File: config.mk
export PLATFORM = sky130hd
export DESIGN_NAME = sipo_frame_ctrl
export DESIGN_NICKNAME = d
export VERILOG_FILES = /design/src/rtl/sipo_pkg.sv /design/src/rtl/sipo_shift_en.sv /design/src/rtl/sipo_frame_ctrl.sv
export SDC_FILE = /design/constraint.sdc
export NUM_CORES = 1
export LEC_CHECK = 0
export ABC_AREA = 1
export BUFFER_PORTS_ARGS = -buffer_cell sky130_fd_sc_hd__buf_2
export CAP_MARGIN = 10
export CELL_PAD_IN_SITES_DETAIL_PLACEMENT = 1
export CELL_PAD_IN_SITES_GLOBAL_PLACEMENT = 1
export CORE_UTILIZATION = 25
export CTS_BUF_LIST = sky130_fd_sc_hd__clkbuf_4 sky130_fd_sc_hd__clkbuf_8
export DETAILED_ROUTE_END_ITERATION = 10
export GPL_ROUTABILITY_DRIVEN = 0
export PLACE_DENSITY_LB_ADDON = 0.08
export SLEW_MARGIN = 0
export SYNTH_ARGS = -nofsm -noshare
export SYNTH_HDL_FRONTEND = slang
export SYNTH_SLANG_ARGS = --single-unit
File: constraint.sdc
create_clock -name clk -period 1.35 [get_ports clk]
set_clock_uncertainty 0.05 [all_clocks]
set_input_delay 0.135 -clock clk [delete_from_list [all_inputs] [get_ports clk]]
set_output_delay 0.135 -clock clk [all_outputs]
set_load 0.05 [all_outputs]
File: src/rtl/sipo_pkg.sv
// Shared types and constants for the framed serial receiver.
package sipo_pkg;

    localparam int unsigned DEFAULT_WIDTH = 4;

    localparam logic START_BIT = 1'b0;
    localparam logic STOP_BIT  = 1'b1;

    typedef enum logic [1:0] {
        IDLE  = 2'd0,
        SHIFT = 2'd1,
        STOP  = 2'd2,
        HOLD  = 2'd3
    } rx_state_t;

endpackage

File: src/rtl/sipo_shift_en.sv
// Right-shifting serial-in/parallel-out register; new bits enter at the MSB.
module sipo_shift_en #(
    parameter int unsigned WIDTH = 4
) (
    input  logic             clk,
    input  logic             rst,
    input  logic             shift_en,
    input  logic             sdi,
    output logic [WIDTH-1:0] q
);

    logic [WIDTH-1:0] reg_q;
    logic [WIDTH-1:0] reg_d;

    always_comb begin
        reg_d = reg_q;
        if (shift_en) begin
            reg_d = {sdi, reg_q[WIDTH-1:1]};
        end
    end

    always_ff @(posedge clk or posedge rst) begin
        if (rst) begin
            reg_q <= '0;
        end else begin
            reg_q <= reg_d;
        end
    end

    assign q = reg_q;

endmodule

File: src/rtl/sipo_frame_ctrl.sv
// Framed serial receiver: start bit, WIDTH data bits LSB-first, stop bit,
// with the assembled word presented on a valid/ready handshake.
module sipo_frame_ctrl
    import sipo_pkg::*;
#(
    parameter int unsigned WIDTH = DEFAULT_WIDTH,
    parameter int unsigned CNT_W = $clog2(WIDTH + 1)
) (
    input  logic             clk,
    input  logic             rst,
    input  logic             sdi,
    input  logic             sdi_valid,
    output logic [WIDTH-1:0] out_data,
    output logic             out_valid,
    input  logic             out_ready,
    output logic             busy,
    output logic             frame_err,
    output logic             overrun
);

    rx_state_t        state_q, state_d;
    logic [CNT_W-1:0] cnt_q, cnt_d;
    logic [WIDTH-1:0] out_data_q, out_data_d;
    logic             out_valid_q, out_valid_d;
    logic             busy_q, busy_d;
    logic             frame_err_q, frame_err_d;
    logic             overrun_q, overrun_d;
    logic             shift_en_c;
    logic [WIDTH-1:0] shreg;

    sipo_shift_en #(
        .WIDTH(WIDTH)
    ) u_shift (
        .clk      (clk),
        .rst      (rst),
        .shift_en (shift_en_c),
        .sdi      (sdi),
        .q        (shreg)
    );

    always_comb begin
        state_d     = state_q;
        cnt_d       = cnt_q;
        out_data_d  = out_data_q;
        out_valid_d = out_valid_q;
        frame_err_d = 1'b0;
        overrun_d   = 1'b0;
        shift_en_c  = 1'b0;

        case (state_q)
            IDLE: begin
                if (sdi_valid && (sdi == START_BIT)) begin
                    state_d = SHIFT;
                    cnt_d   = '0;
                end
            end
            SHIFT: begin
                if (sdi_valid) begin
                    shift_en_c = 1'b1;
                    cnt_d      = cnt_q + CNT_W'(1);
                    if (cnt_q == CNT_W'(WIDTH - 1)) begin
                        state_d = STOP;
                    end
                end
            end
            STOP: begin
                if (sdi_valid) begin
                    if (sdi == STOP_BIT) begin
                        state_d     = HOLD;
                        out_data_d  = shreg;
                        out_valid_d = 1'b1;
                    end else begin
                        state_d     = IDLE;
                        frame_err_d = 1'b1;
                    end
                end
            end
            HOLD: begin
                // A start bit here is never captured, even on the transfer cycle.
                if (sdi_valid && (sdi == START_BIT)) begin
                    overrun_d = 1'b1;
                end
                if (out_valid_q && out_ready) begin
                    state_d     = IDLE;
                    out_valid_d = 1'b0;
                end
            end
            default: begin
                state_d = IDLE;
            end
        endcase

        busy_d = (state_d != IDLE);
    end

    always_ff @(posedge clk or posedge rst) begin
        if (rst) begin
            state_q     <= IDLE;
            cnt_q       <= '0;
            out_data_q  <= '0;
            out_valid_q <= 1'b0;
            busy_q      <= 1'b0;
            frame_err_q <= 1'b0;
            overrun_q   <= 1'b0;
        end else begin
            state_q     <= state_d;
            cnt_q       <= cnt_d;
            out_data_q  <= out_data_d;
            out_valid_q <= out_valid_d;
            busy_q      <= busy_d;
            frame_err_q <= frame_err_d;
            overrun_q   <= overrun_d;
        end
    end

    assign out_data  = out_data_q;
    assign out_valid = out_valid_q;
    assign busy      = busy_q;
    assign frame_err = frame_err_q;
    assign overrun   = overrun_q;

endmodule

# ---- Word-level counts from Yosys, hierarchy flattened
# Cells that the tools add are included.
dict set report classes {
  n_addsub 1
  eq_ne 9
  mux 21
  n_bitwise 1
  reduce_logical 9
}
# cell count
set ops {}
lappend ops {{2-bit two-way mux} 6}
lappend ops {{1-bit two-way mux} 10}
lappend ops {{2-bit inequality test (second input constant)} 5}
lappend ops {{2-bit one-hot mux with 4 select lines} 1}
lappend ops {{3-bit two-way mux} 2}
lappend ops {{3-bit one-hot mux with 2 select lines} 1}
lappend ops {{3-bit AND reduction} 2}
lappend ops {{2-bit nonzero test} 3}
lappend ops {{2-bit equality test (second input constant)} 2}
lappend ops {{4-bit AND reduction} 1}
lappend ops {{3-bit by 1-bit adder with 3-bit output (second input constant)} 1}
lappend ops {{3-bit by 2-bit equality test with 1-bit output (second input constant)} 1}
lappend ops {{2-bit by 1-bit equality test with 1-bit output (second input constant)} 1}
lappend ops {{1-bit logical AND} 2}
lappend ops {{2-bit zero test} 1}
lappend ops {{1-bit one-hot mux with 2 select lines} 1}
lappend ops {{1-bit inverter} 1}
dict set report totals {
  register_bits 17
  input_bits 5
  out_inout_bits 8
}

# ---- Longest topological paths before layout
# Gate-level depths: netlist of the first run.
dict set report logic_depth {
  depth_word 5
  ltp_mapped 7
  mapped_depth_nobuf 7
}

# ---- Hierarchy
# Synthesis of the first run repeated with hierarchy kept, for this count alone.
dict set report unflattened {
  hier_cells 94
  area_unflattened_um2 799.5
}
# module n_inst cells_per_inst area_each_um2 seq_area_each_um2
set modules_own_cells {}
lappend modules_own_cells {sipo_frame_ctrl 1 76 646.9 325.3}
lappend modules_own_cells {sipo_shift_en 1 18 152.6 100.1}

# ---- Worst setup path after synthesis of the first run
# OpenSTA, ideal clock, no wires.
dict set report synth_timing {
  path_type {reg-to-reg}
  from {reg out_valid_q (netlist: out_valid)}
  to {reg busy_q (netlist: busy)}
  setup_ns 0.120
  t_arrival_ns 1.040
  required_time_ns 1.180
  setup_slack_ns 0.140
  path_stages_with_launch 6
  period_less_slack_ns 1.210
  path_cell_list {dfrtp_1 > nand2_1 > nand2_2 > nand3_2 > nor2_2 > nand2_1}
}
dict set report synth_between {
  elab_chain_len 4
}
# element line
set synth_rtl {}
lappend synth_rtl {{start: declaration} sipo_frame_ctrl.sv:24} ;# logic out_valid_q, out_valid_d;
lappend synth_rtl {{start signal: assignment} sipo_frame_ctrl.sv:109} ;# out_valid_q <= out_valid_d;
lappend synth_rtl {{1-bit logical AND} sipo_frame_ctrl.sv:83} ;# if (out_valid_q && out_ready) begin
lappend synth_rtl {{2-bit two-way mux} sipo_frame_ctrl.sv:83}
lappend synth_rtl {{2-bit one-hot mux with 4 select lines} sipo_frame_ctrl.sv:50} ;# case (state_q)
lappend synth_rtl {{2-bit nonzero test} sipo_frame_ctrl.sv:93} ;# busy_d = (state_d != IDLE);
lappend synth_rtl {{named net busy_d} sipo_frame_ctrl.sv:25} ;# logic busy_q, busy_d;
lappend synth_rtl {{end signal: assignment} sipo_frame_ctrl.sv:110} ;# busy_q <= busy_d;
lappend synth_rtl {{end: declaration} sipo_frame_ctrl.sv:25}
# The timed path passes the listed nets, and every way through them passes these cells.
# A chain may end at the register's enable or synchronous reset.

# ---- Final worst setup path of the first run
dict set report layout_timing {
  from {reg cnt_q[0]}
  to {reg busy_q (netlist: busy)}
}
dict set report layout_between {
  elab_chain_len 5
}
# element line
set layout_rtl {}
lappend layout_rtl {{start: declaration} sipo_frame_ctrl.sv:22} ;# logic [CNT_W-1:0] cnt_q, cnt_d;
lappend layout_rtl {{start signal: assignment} sipo_frame_ctrl.sv:107} ;# cnt_q <= cnt_d;
lappend layout_rtl {{3-bit by 2-bit equality test with 1-bit output} sipo_frame_ctrl.sv:61} ;# if (cnt_q == CNT_W'(WIDTH - 1)) begin
lappend layout_rtl {{2-bit two-way mux} sipo_frame_ctrl.sv:61}
lappend layout_rtl {{2-bit two-way mux} sipo_frame_ctrl.sv:58} ;# if (sdi_valid) begin
lappend layout_rtl {{2-bit one-hot mux with 4 select lines} sipo_frame_ctrl.sv:50}
lappend layout_rtl {{2-bit nonzero test} sipo_frame_ctrl.sv:93}
lappend layout_rtl {{named net busy_d} sipo_frame_ctrl.sv:25}
# The timed path passes the listed nets, and every way through them passes these cells.

==> run_summary.xml, run 1 <==
<?xml version="1.0" encoding="UTF-8"?>
<metrics>
  <group name="outcome">
    <metric name="run_status" unit="">finished clean</metric>
  </group>
  <group name="synthesis">
    <metric name="ys_ff_latch" unit="">17</metric>
    <metric name="synthCells" unit="">85</metric>
    <metric name="synth.yosys.warnings" unit="">0</metric>
    <metric name="post-synth-top-area-fraction" unit="">0.539</metric>
    <metric name="asyncSetResetFlopFracSynth" unit="">1.00</metric>
    <metric name="mappedNetlistArea" unit="sq um">790</metric>
    <metric name="yosys.area.top_type" unit="">sky130_fd_sc_hd__dfrtp_1</metric>
    <metric name="synth-edff-count" unit="">0</metric>
    <metric name="synth_fp_nets" unit="">92</metric>
    <metric name="synthFlopType" unit="">sky130_fd_sc_hd__dfrtp_1</metric>
    <metric name="post_synth.cell_area_avg" unit="sq um">9.29</metric>
    <metric name="synth_cell_types" unit="">17</metric>
    <metric name="yosys-top-cells-area" unit="">sky130_fd_sc_hd__dfrtp_1 (54%), sky130_fd_sc_hd__nand2_1 (11%), sky130_fd_sc_hd__inv_1 (5.2%), sky130_fd_sc_hd__o21ai_1 (3.8%), sky130_fd_sc_hd__o21ai_2 (3.3%)</metric>
    <metric name="sequential_cell_area_fraction_in_the_yosys_report" unit="">0.539</metric>
  </group>
  <group name="sta">
    <metric name="timing_hold_violations_final" unit="">0</metric>
    <metric name="fin_hold_ws" unit="ps">37.1</metric>
    <metric name="fin_tns_setup" unit="ps">0</metric>
    <metric name="final.period_utilization" unit="">0.934</metric>
    <metric name="finalWorstPathRequiredPeriod" unit="ps">1260</metric>
    <metric name="maxClockFrequency" unit="MHz">793</metric>
    <metric name="maxSlewHeadroom" unit="">0.753</metric>
    <metric name="setup_viol" unit="">0</metric>
    <metric name="worst_slew_pin_slew" unit="ps">371</metric>
    <metric name="timing_max_transition_violations_final" unit="">0</metric>
  </group>
  <group name="layout">
    <metric name="final_util" unit="">0.317</metric>
    <metric name="area.growth.synth_to_final" unit="%">21.4</metric>
    <metric name="fraction_of_final_layout_cells_sized_beyond_drive_strength_1" unit="">0.382</metric>
    <metric name="commonest_non_fill_non_tap_cell_in_the_layout" unit="">sky130_fd_sc_hd__nand2_1</metric>
    <metric name="post-route-cell-area" unit="sq um">958</metric>
    <metric name="most-common-layout-cells" unit="">sky130_fd_sc_hd__nand2_1 (24), sky130_fd_sc_hd__dfrtp_1 (17), sky130_fd_sc_hd__buf_2 (12)</metric>
    <metric name="antenna_cells_inserted" unit="">0</metric>
    <metric name="finish.net_count" unit="">110</metric>
  </group>
  <group name="clocking">
    <metric name="clk_pin_slew_worst_paths" unit="ps">110</metric>
    <metric name="numCtsBuffers" unit="">3</metric>
    <metric name="clk_root_buffer_cell" unit="">sky130_fd_sc_hd__clkbuf_4</metric>
    <metric name="clock_path_buffers" unit="">2</metric>
    <metric name="cts_post_setup_buffers_inserted" unit="">0</metric>
    <metric name="htree_num_levels" unit="">1</metric>
    <metric name="cts_num_sinks" unit="">17</metric>
    <metric name="cts_tree" unit="">yes</metric>
    <metric name="clk-insertion-delay-late" unit="ps">300</metric>
  </group>
  <group name="route">
    <metric name="post_drt_via_cell_ratio" unit="">4.05</metric>
    <metric name="avgRoutedWirePerCell" unit="um">10.3</metric>
    <metric name="detailroute.via_count" unit="">591</metric>
    <metric name="drtAntennaViolNets" unit="">0</metric>
    <metric name="first_iter_violations" unit="">26</metric>
    <metric name="drc" unit="">0</metric>
    <metric name="postRouteWirelength" unit="mm">1.51</metric>
    <metric name="detail_route.first_pass.iterations" unit="">2</metric>
  </group>
  <group name="worst_setup_path">
    <metric name="worst-endpoint-arrival" unit="ps">1410</metric>
    <metric name="startpoint_type" unit="">flip-flop</metric>
    <metric name="rr_worst_depth" unit="">7</metric>
    <metric name="r2r_slack" unit="ps">90</metric>
    <metric name="regToRegStartpoint" unit="">cnt_q[0]</metric>
    <metric name="critical_path.endpoint_type" unit="">flip-flop</metric>
    <metric name="largest_stage_delay_on_the_critical_path" unit="ps">390</metric>
    <metric name="critical_path.reg2reg.endpoint" unit="">busy</metric>
    <metric name="path_max_fanout" unit="">3</metric>
    <metric name="timing.setup.critical_path_class" unit="">flip-flop to flip-flop</metric>
    <metric name="path_cells" unit="">ha_2 -&gt; ha_4 -&gt; nand2_1 -&gt; nand3_2 -&gt; nand3_2 -&gt; nor2_2 -&gt; nand2_1</metric>
    <metric name="timing.critical_path.required" unit="ps">1490</metric>
    <metric name="critPathSlowestCell" unit="">sky130_fd_sc_hd__dfrtp_1</metric>
  </group>
  <group name="global_route">
    <metric name="grt_start_max_net_pins" unit="">18</metric>
    <metric name="initial_antenna_violation_count" unit="">0</metric>
    <metric name="grt_pass1_vias" unit="">589</metric>
    <metric name="global_route.overflow_total" unit="">0</metric>
    <metric name="grt_use_total" unit="">0.108</metric>
    <metric name="global_route_wire_length_before_repair" unit="mm">2.59</metric>
  </group>
  <group name="power_and_ir_drop">
    <metric name="p_total" unit="W">0.00200</metric>
    <metric name="power.density_cell_area" unit="nW/um^2">2090</metric>
    <metric name="p_leak" unit="nW">0.520</metric>
    <metric name="max_vdd_drop" unit="uV">535</metric>
  </group>
  <group name="die">
    <metric name="dieHeight" unit="um">58.2</metric>
    <metric name="core" unit="sq um">3030</metric>
    <metric name="floorplan.initialDensity" unit="">0.261</metric>
    <metric name="die-area" unit="sq um">3390</metric>
    <metric name="die_x" unit="um">58.2</metric>
    <metric name="boundary_pins" unit="">13</metric>
    <metric name="placement_rows" unit="">20</metric>
  </group>
  <group name="hold_path">
    <metric name="min_from" unit="">out_ready</metric>
    <metric name="worstHoldPathCells" unit="">4</metric>
    <metric name="hold_class" unit="">input pin to flip-flop</metric>
    <metric name="endpoint_of_the_worst_hold_path" unit="">out_valid</metric>
  </group>
  <group name="placement">
    <metric name="portBuffers" unit="">12</metric>
    <metric name="detailed_place_hpwl" unit="mm">1.09</metric>
    <metric name="placedInstanceArea" unit="sq um">901</metric>
  </group>
  <group name="run">
    <metric name="max-cap-violations" unit="">0</metric>
  </group>
</metrics>
==> cells in the mapped netlist, types with 2 or more instances <==
master and count:
sky130_fd_sc_hd__nand2_1 24, sky130_fd_sc_hd__o21ai_2 3, sky130_fd_sc_hd__inv_2 3, sky130_fd_sc_hd__nand3_2 2, sky130_fd_sc_hd__inv_1 11, sky130_fd_sc_hd__nand2_2 4, sky130_fd_sc_hd__nor2_2 4, sky130_fd_sc_hd__ha_1 2
sky130_fd_sc_hd__nand3_1 2, sky130_fd_sc_hd__o21ai_1 6, sky130_fd_sc_hd__nor2_4 2, sky130_fd_sc_hd__dfrtp_1 17
==> worst max-delay path by stage <==
stage | from | end | slack, ps | depth (start not counted)
after global placement | cnt_q[0] | busy | 120 | 6
after CTS | cnt_q[0] | busy | 90 | 6
final | cnt_q[0] | busy | 90 | 7
after detailed placement | cnt_q[0] | busy | 100 | 6
after floorplan | out_valid | busy | 140 | 5
after global routing | cnt_q[0] | state_q[0] | -1 | 7
==> power by group <==
group | internal (W) | total [W] | switching, W
Sequential | 0.000691 | 0.000825 | 0.000133
Clock | 0.000110 | 0.000285 | 0.000174
Combinational | 0.000270 | 0.000893 | 0.000623
Total | 0.00107 | 0.00200 | 0.000931
==> cell type report <==
type,instances,area (sq um)
fill,375,2070
sequential,17,425
multi-input combinational,53,320
timing repair buffer,14,77.6
tap,44,55.1
inverter,14,52.6
clock buffer,3,22.5
clock inverter,1,5.00
==> cells by family after synthesis <==
group | after synthesis | share of synthesized area
buffers and inverters | 15 | 0.0808
DFF | 17 | 0.539
adders and majority gates | 2 | 0.0317
AOI/OAI and AO/OA | 9 | 0.0713
and+or+nand+nor | 42 | 0.277
==> stage by stage <==
| step | worst slack (ps) | std cells |
|---|---|---|
| final | 88.5 | 146 |
| after global routing | -1.16 | 146 |
| after CTS | 86.0 | 146 |
| after detailed placement | 101 | 141 |
| after global placement | 118 | 141 |
| after floorplan | 140 | 85 |
==> sequential cells by signal, indices dropped and copies added, names as in the netlist <==
register	cells
busy	1
cnt_q	3
frame_err	1
out_data	4
out_valid	1
overrun	1
state_q	2
u_shift.q	4
==> routing by layer <==
metal / GRT usage / vias to the layer above / part of all wire
li1: - / 294 / -
met1: 0.137 / 281 / 0.47
met2: 0.161 / 11 / 0.47
met3: 0.0268 / 5 / 0.034
met4: 0.0714 / 0 / 0.028
met5: 0 / - / 0
==> critical path, delay by kind of cell, from the launching register on <==
family	cells	cell delay, ps
fa+ha+maj	2	340
simple gates	5	400
flops	1	390
==> what timing repair did <==
item	in CTS	in global routing
setup endpoints to repair	0	2
hold endpoints to repair	17	0
gates resized for setup	0	4
hold buffers	1	0
Power figures use the tool's default switching activity.
==> run 2: changes to the inputs <==
--- a/config.mk
+++ b/config.mk
@@ -10,6 +10,8 @@
 export CAP_MARGIN = 10
 export CELL_PAD_IN_SITES_DETAIL_PLACEMENT = 1
 export CELL_PAD_IN_SITES_GLOBAL_PLACEMENT = 1
+export CORE_ASPECT_RATIO = 0.75
+export CORE_MARGIN = 5
 export CORE_UTILIZATION = 25
 export CTS_BUF_LIST = sky130_fd_sc_hd__clkbuf_4 sky130_fd_sc_hd__clkbuf_8
 export DETAILED_ROUTE_END_ITERATION = 10
==> run 2 against run 1 <==
Die area grew 30%. Flip-flop and latch count unchanged. Combinational power down 0.6%. Critical endpoint unchanged. Via count fell by 3.4%. Non-clock buffer count rose by 1. Fmax is 0.79% lower. Design area is 0.13% higher.
==> run_summary.xml, run 2 (same netlist as run 1, synthesis figures left out) <==
<?xml version="1.0" encoding="UTF-8"?>
<metrics>
  <group name="power_and_ir_drop">
    <metric name="p_sw" unit="W">0.000923</metric>
    <metric name="cell_internal_pwr" unit="W">0.00119</metric>
    <metric name="pwr-share-seq" unit="">0.393</metric>
    <metric name="max_vdd_drop" unit="uV">623</metric>
    <metric name="clockPowerShare" unit="">0.186</metric>
    <metric name="p_leak" unit="nW">0.532</metric>
    <metric name="power.density_cell_area" unit="nW/um^2">2200</metric>
    <metric name="comb_power_share" unit="">0.421</metric>
    <metric name="sw_frac_of_total" unit="">0.438</metric>
  </group>
  <group name="clocking">
    <metric name="clk_pin_slew_worst_paths" unit="ps">70</metric>
    <metric name="clk_root_buffer_cell" unit="">sky130_fd_sc_hd__clkbuf_8</metric>
    <metric name="clock_path_buffers" unit="">2</metric>
    <metric name="cts_num_sinks" unit="">17</metric>
    <metric name="htree_num_levels" unit="">1</metric>
    <metric name="post_cts_repair_resize_count" unit="">0</metric>
    <metric name="numCtsBuffers" unit="">3</metric>
    <metric name="cts_tree" unit="">yes</metric>
    <metric name="clk-insertion-delay-late" unit="ps">250</metric>
  </group>
  <group name="placement">
    <metric name="placed_instance_count" unit="">135</metric>
    <metric name="portBuffers" unit="">12</metric>
    <metric name="detailed_place_hpwl" unit="mm">1.26</metric>
    <metric name="placedInstanceArea" unit="sq um">893</metric>
  </group>
  <group name="worst_setup_path">
    <metric name="r2r_slack" unit="ps">80</metric>
    <metric name="critical_path.n_buffers_inverters" unit="">1</metric>
    <metric name="critical_path.endpoint_type" unit="">flip-flop</metric>
    <metric name="timing.critical_path.required" unit="ps">1440</metric>
    <metric name="path_max_fanout" unit="">3</metric>
    <metric name="startpoint_type" unit="">flip-flop</metric>
    <metric name="timing.setup.critical_path_class" unit="">flip-flop to flip-flop</metric>
    <metric name="cp_num_cells" unit="">6</metric>
    <metric name="critPathSlowestCell" unit="">sky130_fd_sc_hd__dfrtp_1</metric>
    <metric name="largest_stage_delay_on_the_critical_path" unit="ps">400</metric>
    <metric name="most_numerous_cell_on_the_critical_path" unit="">sky130_fd_sc_hd__ha_1</metric>
    <metric name="cell_class_contributing_the_biggest_share_of_worst_path_delay" unit="">adder cells</metric>
    <metric name="worst-endpoint-arrival" unit="ps">1360</metric>
    <metric name="path_cells" unit="">ha_1 -&gt; ha_1 -&gt; nand4_1 -&gt; inv_1 -&gt; nor2_2 -&gt; nand2_1</metric>
    <metric name="rr_worst_depth" unit="">6</metric>
  </group>
  <group name="sta">
    <metric name="worst_slew_pin_slew" unit="ps">361</metric>
    <metric name="timing_hold_violations_final" unit="">0</metric>
    <metric name="finalWorstPathRequiredPeriod" unit="ps">1270</metric>
    <metric name="maxSlewHeadroom" unit="">0.759</metric>
    <metric name="timing_max_transition_violations_final" unit="">0</metric>
    <metric name="fin_hold_ws" unit="ps">98.7</metric>
    <metric name="final.period_utilization" unit="">0.942</metric>
    <metric name="maxClockFrequency" unit="MHz">786</metric>
    <metric name="setup_viol" unit="">0</metric>
  </group>
  <group name="layout">
    <metric name="finish.net_count" unit="">111</metric>
    <metric name="fraction_of_final_layout_cells_sized_beyond_drive_strength_1" unit="">0.359</metric>
    <metric name="most-common-layout-cells" unit="">sky130_fd_sc_hd__nand2_1 (24), sky130_fd_sc_hd__dfrtp_1 (17), sky130_fd_sc_hd__buf_2 (12)</metric>
    <metric name="area.growth.synth_to_final" unit="%">21.6</metric>
    <metric name="post-route-cell-area" unit="sq um">960</metric>
    <metric name="commonest_non_fill_non_tap_cell_in_the_layout" unit="">sky130_fd_sc_hd__nand2_1</metric>
    <metric name="final_util" unit="">0.322</metric>
    <metric name="finished_layout_cells" unit="">141</metric>
    <metric name="antenna_cells_inserted" unit="">0</metric>
  </group>
  <group name="die">
    <metric name="boundary_pins" unit="">13</metric>
    <metric name="dieHeight" unit="um">58.7</metric>
    <metric name="floorplan.initialDensity" unit="">0.265</metric>
    <metric name="die_x" unit="um">74.9</metric>
    <metric name="die-area" unit="sq um">4390</metric>
    <metric name="placement_rows" unit="">17</metric>
    <metric name="core" unit="sq um">2980</metric>
  </group>
  <group name="route">
    <metric name="first_iter_violations" unit="">6</metric>
    <metric name="detailroute.via_count" unit="">571</metric>
    <metric name="detail_route.first_pass.iterations" unit="">3</metric>
    <metric name="avgRoutedWirePerCell" unit="um">11.8</metric>
    <metric name="post_drt_via_cell_ratio" unit="">4.05</metric>
    <metric name="drc" unit="">0</metric>
    <metric name="postRouteWirelength" unit="mm">1.66</metric>
    <metric name="drtAntennaViolNets" unit="">0</metric>
  </group>
  <group name="global_route">
    <metric name="global_route_wire_length_before_repair" unit="mm">2.72</metric>
    <metric name="global_route.overflow_total" unit="">0</metric>
    <metric name="grt_start_max_net_pins" unit="">18</metric>
    <metric name="grt_use_total" unit="">0.0818</metric>
    <metric name="grt_pass1_vias" unit="">598</metric>
    <metric name="initial_antenna_violation_count" unit="">0</metric>
  </group>
  <group name="hold_path">
    <metric name="hold_class" unit="">input pin to flip-flop</metric>
    <metric name="worstHoldPathCells" unit="">4</metric>
  </group>
  <group name="outcome">
    <metric name="run_status" unit="">finished clean</metric>
  </group>
  <group name="run">
    <metric name="max-cap-violations" unit="">0</metric>
  </group>
</metrics>
[run 2: repair_timing]
item | CTS | global route
setup endpoints to repair | 0 | 2
setup buffers | 0 | 1
hold buffers | 1 | 0
endpoints found under the hold margin | 17 | 0
[run 2: power groups by stage]
stage	logic [W]	clock network (W)	registers [W]
CTS	0.000887	0.000409	0.000834
global route	0.000984	0.000431	0.000851
finish	0.000888	0.000393	0.000828
floorplan	0.000483	0	0.00106
global placement	0.000863	0	0.000831
detailed placement	0.000881	0	0.000843
[run 2: layout make-up]
| class | count | area (sq um) |
|---|---|---|
| multi-input combinational | 53 | 300 |
| fill | 365 | 2020 |
| clock buffer | 4 | 48.8 |
| tap | 38 | 47.5 |
| sequential | 17 | 425 |
| inverter | 14 | 52.6 |
| timing repair buffer | 15 | 85.1 |
[run 2: worst min-delay path, delay by kind of cell]
kind,cells,cell delay [ps]
simple gates,3,140
buf+inv,1,90
[run 2: path summary, 6_finish.rpt]
path / endpoint / startpoint
worst min register to register: cnt_q[1] / cnt_q[1]
worst max register to register: busy / cnt_q[0]
worst max-delay path: busy / cnt_q[0]
max in group asynchronous: cnt_q[1] / rst
min in group asynchronous: out_data[0] / rst
worst min-delay path: out_valid / out_ready
[run 2: layer usage]
layer,vias to the layer above,global-route usage,part of all wire
met5,-,0,0
met2,10,0.130,0.46
met1,264,0.106,0.48
met4,0,0.0152,0.0072
met3,2,0.0307,0.055
li1,295,-,-
[run 2: metrics by stage]
step | total power (W) | TNS, ps | setup WS [ps]
CTS | 0.00213 | 0 | 40.0
global placement | 0.00169 | 0 | 109
detailed placement | 0.00172 | 0 | 53.4
finish | 0.00211 | 0 | 78.5
global route | 0.00227 | -10.8 | -10.8
floorplan | 0.00154 | 0 | 140
